$ cat config.mk
export PLATFORM = sky130hd
export DESIGN_NAME = video_sync_monitor
export DESIGN_NICKNAME = d
export VERILOG_FILES = /design/src/rtl/video_sync_monitor.sv
export SDC_FILE = /design/constraint.sdc
export NUM_CORES = 1
export LEC_CHECK = 0
export CAP_MARGIN = 20
export CORE_AREA = 2 2 222 115
export CTS_CLUSTER_SIZE = 20
export DETAILED_ROUTE_END_ITERATION = 8
export DIE_AREA = 0 0 224 117
export GPL_TIMING_DRIVEN = 0
export HOLD_SLACK_MARGIN = 0.15
export PLACE_DENSITY = 0.66
export RECOVER_POWER = 50
export SETUP_SLACK_MARGIN = 0.05
export SLEW_MARGIN = 0
export SYNTH_ARGS = -nofsm -noshare
export SYNTH_HDL_FRONTEND = slang
export SYNTH_SLANG_ARGS = --single-unit
$ cat constraint.sdc
create_clock -name PCLK -period 20.3 [get_ports PCLK]
set_clock_uncertainty 0.15 [all_clocks]
set_input_delay 4.06 -clock PCLK [delete_from_list [all_inputs] [get_ports PCLK]]
set_output_delay 4.06 -clock PCLK [all_outputs]
set_load 0.02 [all_outputs]
$ cat src/rtl/video_sync_monitor.sv
// Measures HSYNC/VSYNC timing (line period, sync widths, lines per frame) and tracks lock.
// Results and MEAS_VALID appear 2 PCLK after the VSYNC assertion is sampled; no backpressure.
module video_sync_monitor #(
  parameter bit HS_ACTIVE_LOW  = 1'b1,
  parameter bit VS_ACTIVE_LOW  = 1'b1,
  parameter int CNT_W          = 12,
  parameter int LOCK_FRAMES    = 3,
  parameter int TIMEOUT_CYCLES = 1000000
) (
  input  logic             PCLK,
  input  logic             RESET,
  input  logic             HSYNC,
  input  logic             VSYNC,
  output logic [CNT_W-1:0] H_TOTAL,
  output logic [CNT_W-1:0] H_SYNC_W,
  output logic [CNT_W-1:0] V_TOTAL,
  output logic [CNT_W-1:0] V_SYNC_W,
  output logic             MEAS_VALID,
  output logic             LOCKED,
  output logic             LOST
);

  localparam logic [CNT_W-1:0] CNT_MAX    = '1;
  localparam int               IDLE_W     = $clog2(TIMEOUT_CYCLES + 1);
  localparam int               MATCH_W    = $clog2(LOCK_FRAMES + 1);
  localparam logic [IDLE_W-1:0]  IDLE_LAST  = IDLE_W'(TIMEOUT_CYCLES - 1);
  localparam logic [MATCH_W-1:0] MATCH_LOCK = MATCH_W'(LOCK_FRAMES);
  localparam logic [MATCH_W-1:0] MATCH_PRE  = MATCH_W'(LOCK_FRAMES - 1);

  typedef struct packed {
    logic [CNT_W-1:0] h_total;
    logic [CNT_W-1:0] h_sync_w;
    logic [CNT_W-1:0] v_total;
    logic [CNT_W-1:0] v_sync_w;
  } meas_t;

  typedef enum logic [1:0] {SEARCH, MEASURE, TRACK} state_t;

  logic              hs, hs_q, vs, vs_q;
  logic              hs_rise, hs_fall, vs_rise, timeout;
  logic [CNT_W-1:0]  h_cnt, h_per, hw_cnt, hw_lat, v_cnt, vw_cnt;
  logic [IDLE_W-1:0] idle_cnt;
  logic              frame_end;
  meas_t             snap, ref_meas;
  logic              snap_ok;
  logic [MATCH_W-1:0] match_cnt;
  state_t            state;

  function automatic logic [CNT_W-1:0] sat_inc(input logic [CNT_W-1:0] v);
    return (v == CNT_MAX) ? v : v + CNT_W'(1);
  endfunction

  assign hs_rise = hs & ~hs_q;
  assign hs_fall = ~hs & hs_q;
  assign vs_rise = vs & ~vs_q;
  // A fresh line edge always rescues the idle counter, even on its last count.
  assign timeout = ~hs_rise & (idle_cnt == IDLE_LAST);

  always_ff @(posedge PCLK or posedge RESET) begin
    if (RESET) begin
      hs        <= 1'b0;
      hs_q      <= 1'b0;
      vs        <= 1'b0;
      vs_q      <= 1'b0;
      h_cnt     <= '0;
      h_per     <= '0;
      hw_cnt    <= '0;
      hw_lat    <= '0;
      v_cnt     <= '0;
      vw_cnt    <= '0;
      idle_cnt  <= '0;
      frame_end <= 1'b0;
      snap      <= '0;
    end else begin
      hs   <= HSYNC ^ HS_ACTIVE_LOW;
      hs_q <= hs;
      vs   <= VSYNC ^ VS_ACTIVE_LOW;
      vs_q <= vs;

      if (hs_rise) begin
        h_cnt  <= CNT_W'(1);
        h_per  <= h_cnt;
        hw_cnt <= CNT_W'(1);
      end else begin
        h_cnt <= sat_inc(h_cnt);
        if (hs) hw_cnt <= sat_inc(hw_cnt);
      end
      if (hs_fall) hw_lat <= hw_cnt;

      // A line edge coincident with the frame edge is line 1 of the new frame.
      if (vs_rise) begin
        v_cnt  <= hs_rise ? CNT_W'(1) : '0;
        vw_cnt <= hs_rise ? CNT_W'(1) : '0;
      end else if (hs_rise) begin
        v_cnt <= sat_inc(v_cnt);
        if (vs) vw_cnt <= sat_inc(vw_cnt);
      end

      if (hs_rise)      idle_cnt <= IDLE_W'(1);
      else if (timeout) idle_cnt <= '0;
      else              idle_cnt <= idle_cnt + IDLE_W'(1);

      frame_end <= vs_rise & ~timeout;
      if (vs_rise) snap <= '{h_total: h_per, h_sync_w: hw_lat, v_total: v_cnt, v_sync_w: vw_cnt};
    end
  end

  assign snap_ok = (snap.h_total != CNT_MAX) && (snap.h_sync_w != CNT_MAX) &&
                   (snap.v_total != CNT_MAX) && (snap.v_sync_w != CNT_MAX);

  always_ff @(posedge PCLK or posedge RESET) begin
    if (RESET) begin
      state      <= SEARCH;
      H_TOTAL    <= '0;
      H_SYNC_W   <= '0;
      V_TOTAL    <= '0;
      V_SYNC_W   <= '0;
      MEAS_VALID <= 1'b0;
      LOCKED     <= 1'b0;
      LOST       <= 1'b0;
      ref_meas   <= '0;
      match_cnt  <= '0;
    end else begin
      MEAS_VALID <= 1'b0;
      LOST       <= 1'b0;
      if (timeout) begin
        // Timeout also swallows a frame end that is in flight this cycle.
        LOST      <= 1'b1;
        LOCKED    <= 1'b0;
        H_TOTAL   <= '0;
        H_SYNC_W  <= '0;
        V_TOTAL   <= '0;
        V_SYNC_W  <= '0;
        match_cnt <= '0;
        state     <= SEARCH;
      end else if (frame_end) begin
        unique case (state)
          SEARCH: state <= MEASURE;
          MEASURE, TRACK: begin
            H_TOTAL    <= snap.h_total;
            H_SYNC_W   <= snap.h_sync_w;
            V_TOTAL    <= snap.v_total;
            V_SYNC_W   <= snap.v_sync_w;
            MEAS_VALID <= 1'b1;
            state      <= TRACK;
            if (!snap_ok) begin
              match_cnt <= '0;
              LOCKED    <= 1'b0;
              ref_meas  <= snap;
            end else if (state == TRACK && snap == ref_meas) begin
              if (match_cnt != MATCH_LOCK) match_cnt <= match_cnt + MATCH_W'(1);
              if (match_cnt >= MATCH_PRE) LOCKED <= 1'b1;
            end else begin
              match_cnt <= MATCH_W'(1);
              LOCKED    <= 1'b0;
              ref_meas  <= snap;
            end
          end
          default: state <= SEARCH;
        endcase
      end
    end
  end

endmodule

==> results.toml <==
[setup_path]
required_ps = 19170
reg2reg_depth = 9
arrival_ps = 9750
crit_start = "RESET"
crit_path_start_kind = "primary input"
r2r-end = "ref_meas[19]$_DFFE_PP0P_"
worst-path-max-fanout = 120
reg2reg_from = "snap[36]$_DFFE_PP0P_"
ff2ff_setup_slack_ps = 15770
crit_end = "V_TOTAL[4]$_DFFE_PP0P_"
critPathKind = "in2async"
cp-end-kind = "async pin"

[clocking]
clk_root_buffer_cell = "clkbuf_16"
cts_made_buffers = 23
postCtsHoldBufs = 0
cts_tree = "yes"
htreeDepth = 1
clk_latency_ps = 540
postCtsSetupBuffers = 0
cts_max_path_buffers = 3
clkTransAtPathRegs_ps = 60
numClockSinks = 248
cts_resized = 0

[timing]
rsz0062_at_grt = "no"
period_share_pct = 53.6
finalSetupTns_ps = 0
slew-limit-headroom_pct = -336
setup_viol = 0
hold_viol = 0
holdWs_ps = 311
finalWorstSetupSlack_ps = 9420
fin_crit_ps = 10880
drv_slew = 121
tightestPinTransition_ps = 6540
fmax_mhz = 91.9

[synth]
synthXorXnorAreaFrac_pct = 6.77
syn_area_mm2 = 0.0110
synth_top_cell_by_area = "dfrtp_1"
synthSimpleGateAreaFrac_pct = 20.7
synth_compound_area_share_pct = 5.23
ys_types = 47
synth_area_leaders = "dfrtp_1 56%, nand2_1 8.8%, xor2_1 5.4%, nand3_1 3.5%, mux2_2 3.4%"
async_flop_share_pct = 100
yosysMostFrequentCell = "nand2_1"
synth_edf_count = 0
syn_nets = 1093
synthAdderAreaFrac_pct = 1.02
syn_area_per_cell_um2 = 10.2
synth_common_cells = "257 x nand2_1, 248 x dfrtp_1, 77 x nand3_1"
yosys-mux-area-fraction_pct = 7.08
synth_cells = 1080
ys_seq_elements = 248
synth_top_family_by_area = "simple AND/OR/NAND/NOR gates"
ys.flop_type = "dfrtp_1"
synth.top_cell.area_share_pct = 56.4
yosysSeqAreaShare_pct = 56.4
yosysWarningCount = 0

[grt]
antenna_found_initial = 1
grt_max_degree = 121
grt-busiest-layer = "met1"
met2_usage_pct = 27.1
grt_use_total_pct = 22.0
grt_pass1_wl_um = 44200
use_met3_pct = 5.02
grt_pass1_vias = 7446
grt.met1_usage_pct = 37.9
gr-total-overflow = 0

[drt]
dr.first_iter.drc_count = 732
wire_per_inst_um = 18.3
drt_first_pass_iters = 5
drt.antenna.violating_nets = 0
vias_per_cell = 5.34
routed_wl_um = 27500
dr_total_vias = 8010
remaining_drc_errors = 0

[die]
initial_utilization_pct = 45.0
io_pins = 55
core_area_mm2 = 0.0245
rows = 41
die_w_um = 224
die_area_mm2 = 0.0262
die_y_um = 117

[power_and_ir_drop]
ir_worst_vdd_mv = 0.0512
p_leak_nw = 6.00
power.density_mw_per_mm2 = 100

[run_status]
status = "finished, violations left"
violations = "capacitance limit, slew limit"

[final_layout]
layout-drive-gt1-share_pct = 6.28
area_growth_syn_to_layout_pct = 14.0
diodes = 0
nets = 1175

[placement]
place_ws_ps = 14350
gp_congestion = 0.863
place_hpwl_um = 19800
port-buffer-count = 54

[hold_path]
min_path_type = "reg2reg"

[flow_run]
cap_violations = 1
[cell type report]
cell class | instances | area, um2
clock buffers | 32 | 629
plain buffers | 51 | 191
well taps | 322 | 403
fillers | 2240 | 11900
clock inverters | 10 | 83.8
inverters | 16 | 61.3
repair buffers | 57 | 577
multi-input cells | 765 | 4390
flip-flops and latches | 248 | 6210
[through the flow]
step	instance area, um2	total power, mW	util, %	std cells
floorplan	11000	0.762	-	1080
global placement	11900	0.851	48.8	1456
detailed placement	12000	0.858	49.1	1458
CTS	12700	1.28	52.0	1500
global route	12500	1.32	51.3	1501
finish	12500	1.26	51.3	1501
[power breakdown]
part | internal, mW | switching (mW)
combinational | 0.0894 | 0.156
sequential | 0.544 | 0.0474
clock | 0.231 | 0.191
[sequential cells by signal, summed over array words and instances, names as in the netlist]
signal	count
vw_cnt	12
vs	1
LOCKED	1
V_SYNC_W	12
hw_cnt	12
snap	48
match_cnt	2
h_cnt	12
v_cnt	12
hs	1
frame_end	1
vs_q	1
h_per	12
H_SYNC_W	12
LOST	1
idle_cnt	20
H_TOTAL	12
MEAS_VALID	1
ref_meas	48
V_TOTAL	12
hw_lat	12
hs_q	1
state	2
[placed cells by master (no fill, tap or decap), types with 3 or more instances in the layout]
| cell | instances |
|---|---|
| ha_1 | 9 |
| mux2_1 | 24 |
| nor2b_1 | 3 |
| nor4_1 | 14 |
| xor2_1 | 68 |
| a21oi_1 | 61 |
| o21ai_0 | 23 |
| nand2b_1 | 13 |
| mux2_2 | 33 |
| mux2i_1 | 4 |
| inv_1 | 15 |
| clkbuf_1 | 59 |
| and3_1 | 10 |
| nand4_1 | 26 |
| dlygate4sd3_1 | 3 |
| and4_1 | 5 |
| clkbuf_16 | 23 |
| or3_1 | 7 |
| xnor2_1 | 17 |
| clkinv_2 | 6 |
| dfrtp_1 | 248 |
| nand2_1 | 258 |
| nand3_1 | 77 |
| clkdlybuf4s50_1 | 51 |
| o2111a_1 | 3 |
| nor2_1 | 72 |
| o31ai_1 | 4 |
| nor3_1 | 15 |
[kinds of logic after synthesis]
logic type	Yosys count
adder cells (fa/ha/maj)	9
flip-flops	248
buffers and inverters	67
XOR/XNOR	85
AND/OR/NAND/NOR	507
AO/OA/AOI/OAI	101
multiplexers	63
[worst min path at each step]
stage / start / end / cells past startpoint
after floorplan: vs$_DFF_PP0_ / vs_q$_DFF_PP0_ / 0
after global placement: vs$_DFF_PP0_ / vs_q$_DFF_PP0_ / 0
after detailed placement: vs$_DFF_PP0_ / vs_q$_DFF_PP0_ / 0
after CTS: vs$_DFF_PP0_ / vs_q$_DFF_PP0_ / 0
after global routing: hw_lat[7]$_DFFE_PP0P_ / snap[31]$_DFFE_PP0P_ / 2
final: vs$_DFF_PP0_ / vs_q$_DFF_PP0_ / 0
[layer usage]
metal	share of wire [%]	wire length [um]
met3	6.7	1840
met1	56	15400
met4	1.1	302
met5	0	0
met2	36	9930
[worst max-delay path: stages]
cell and delay (ps):
dlygate4sd3_1 540, clkinvlp_2 480, clkbuf_1 4590
Note: power is estimated with default switching activity, not from simulation.
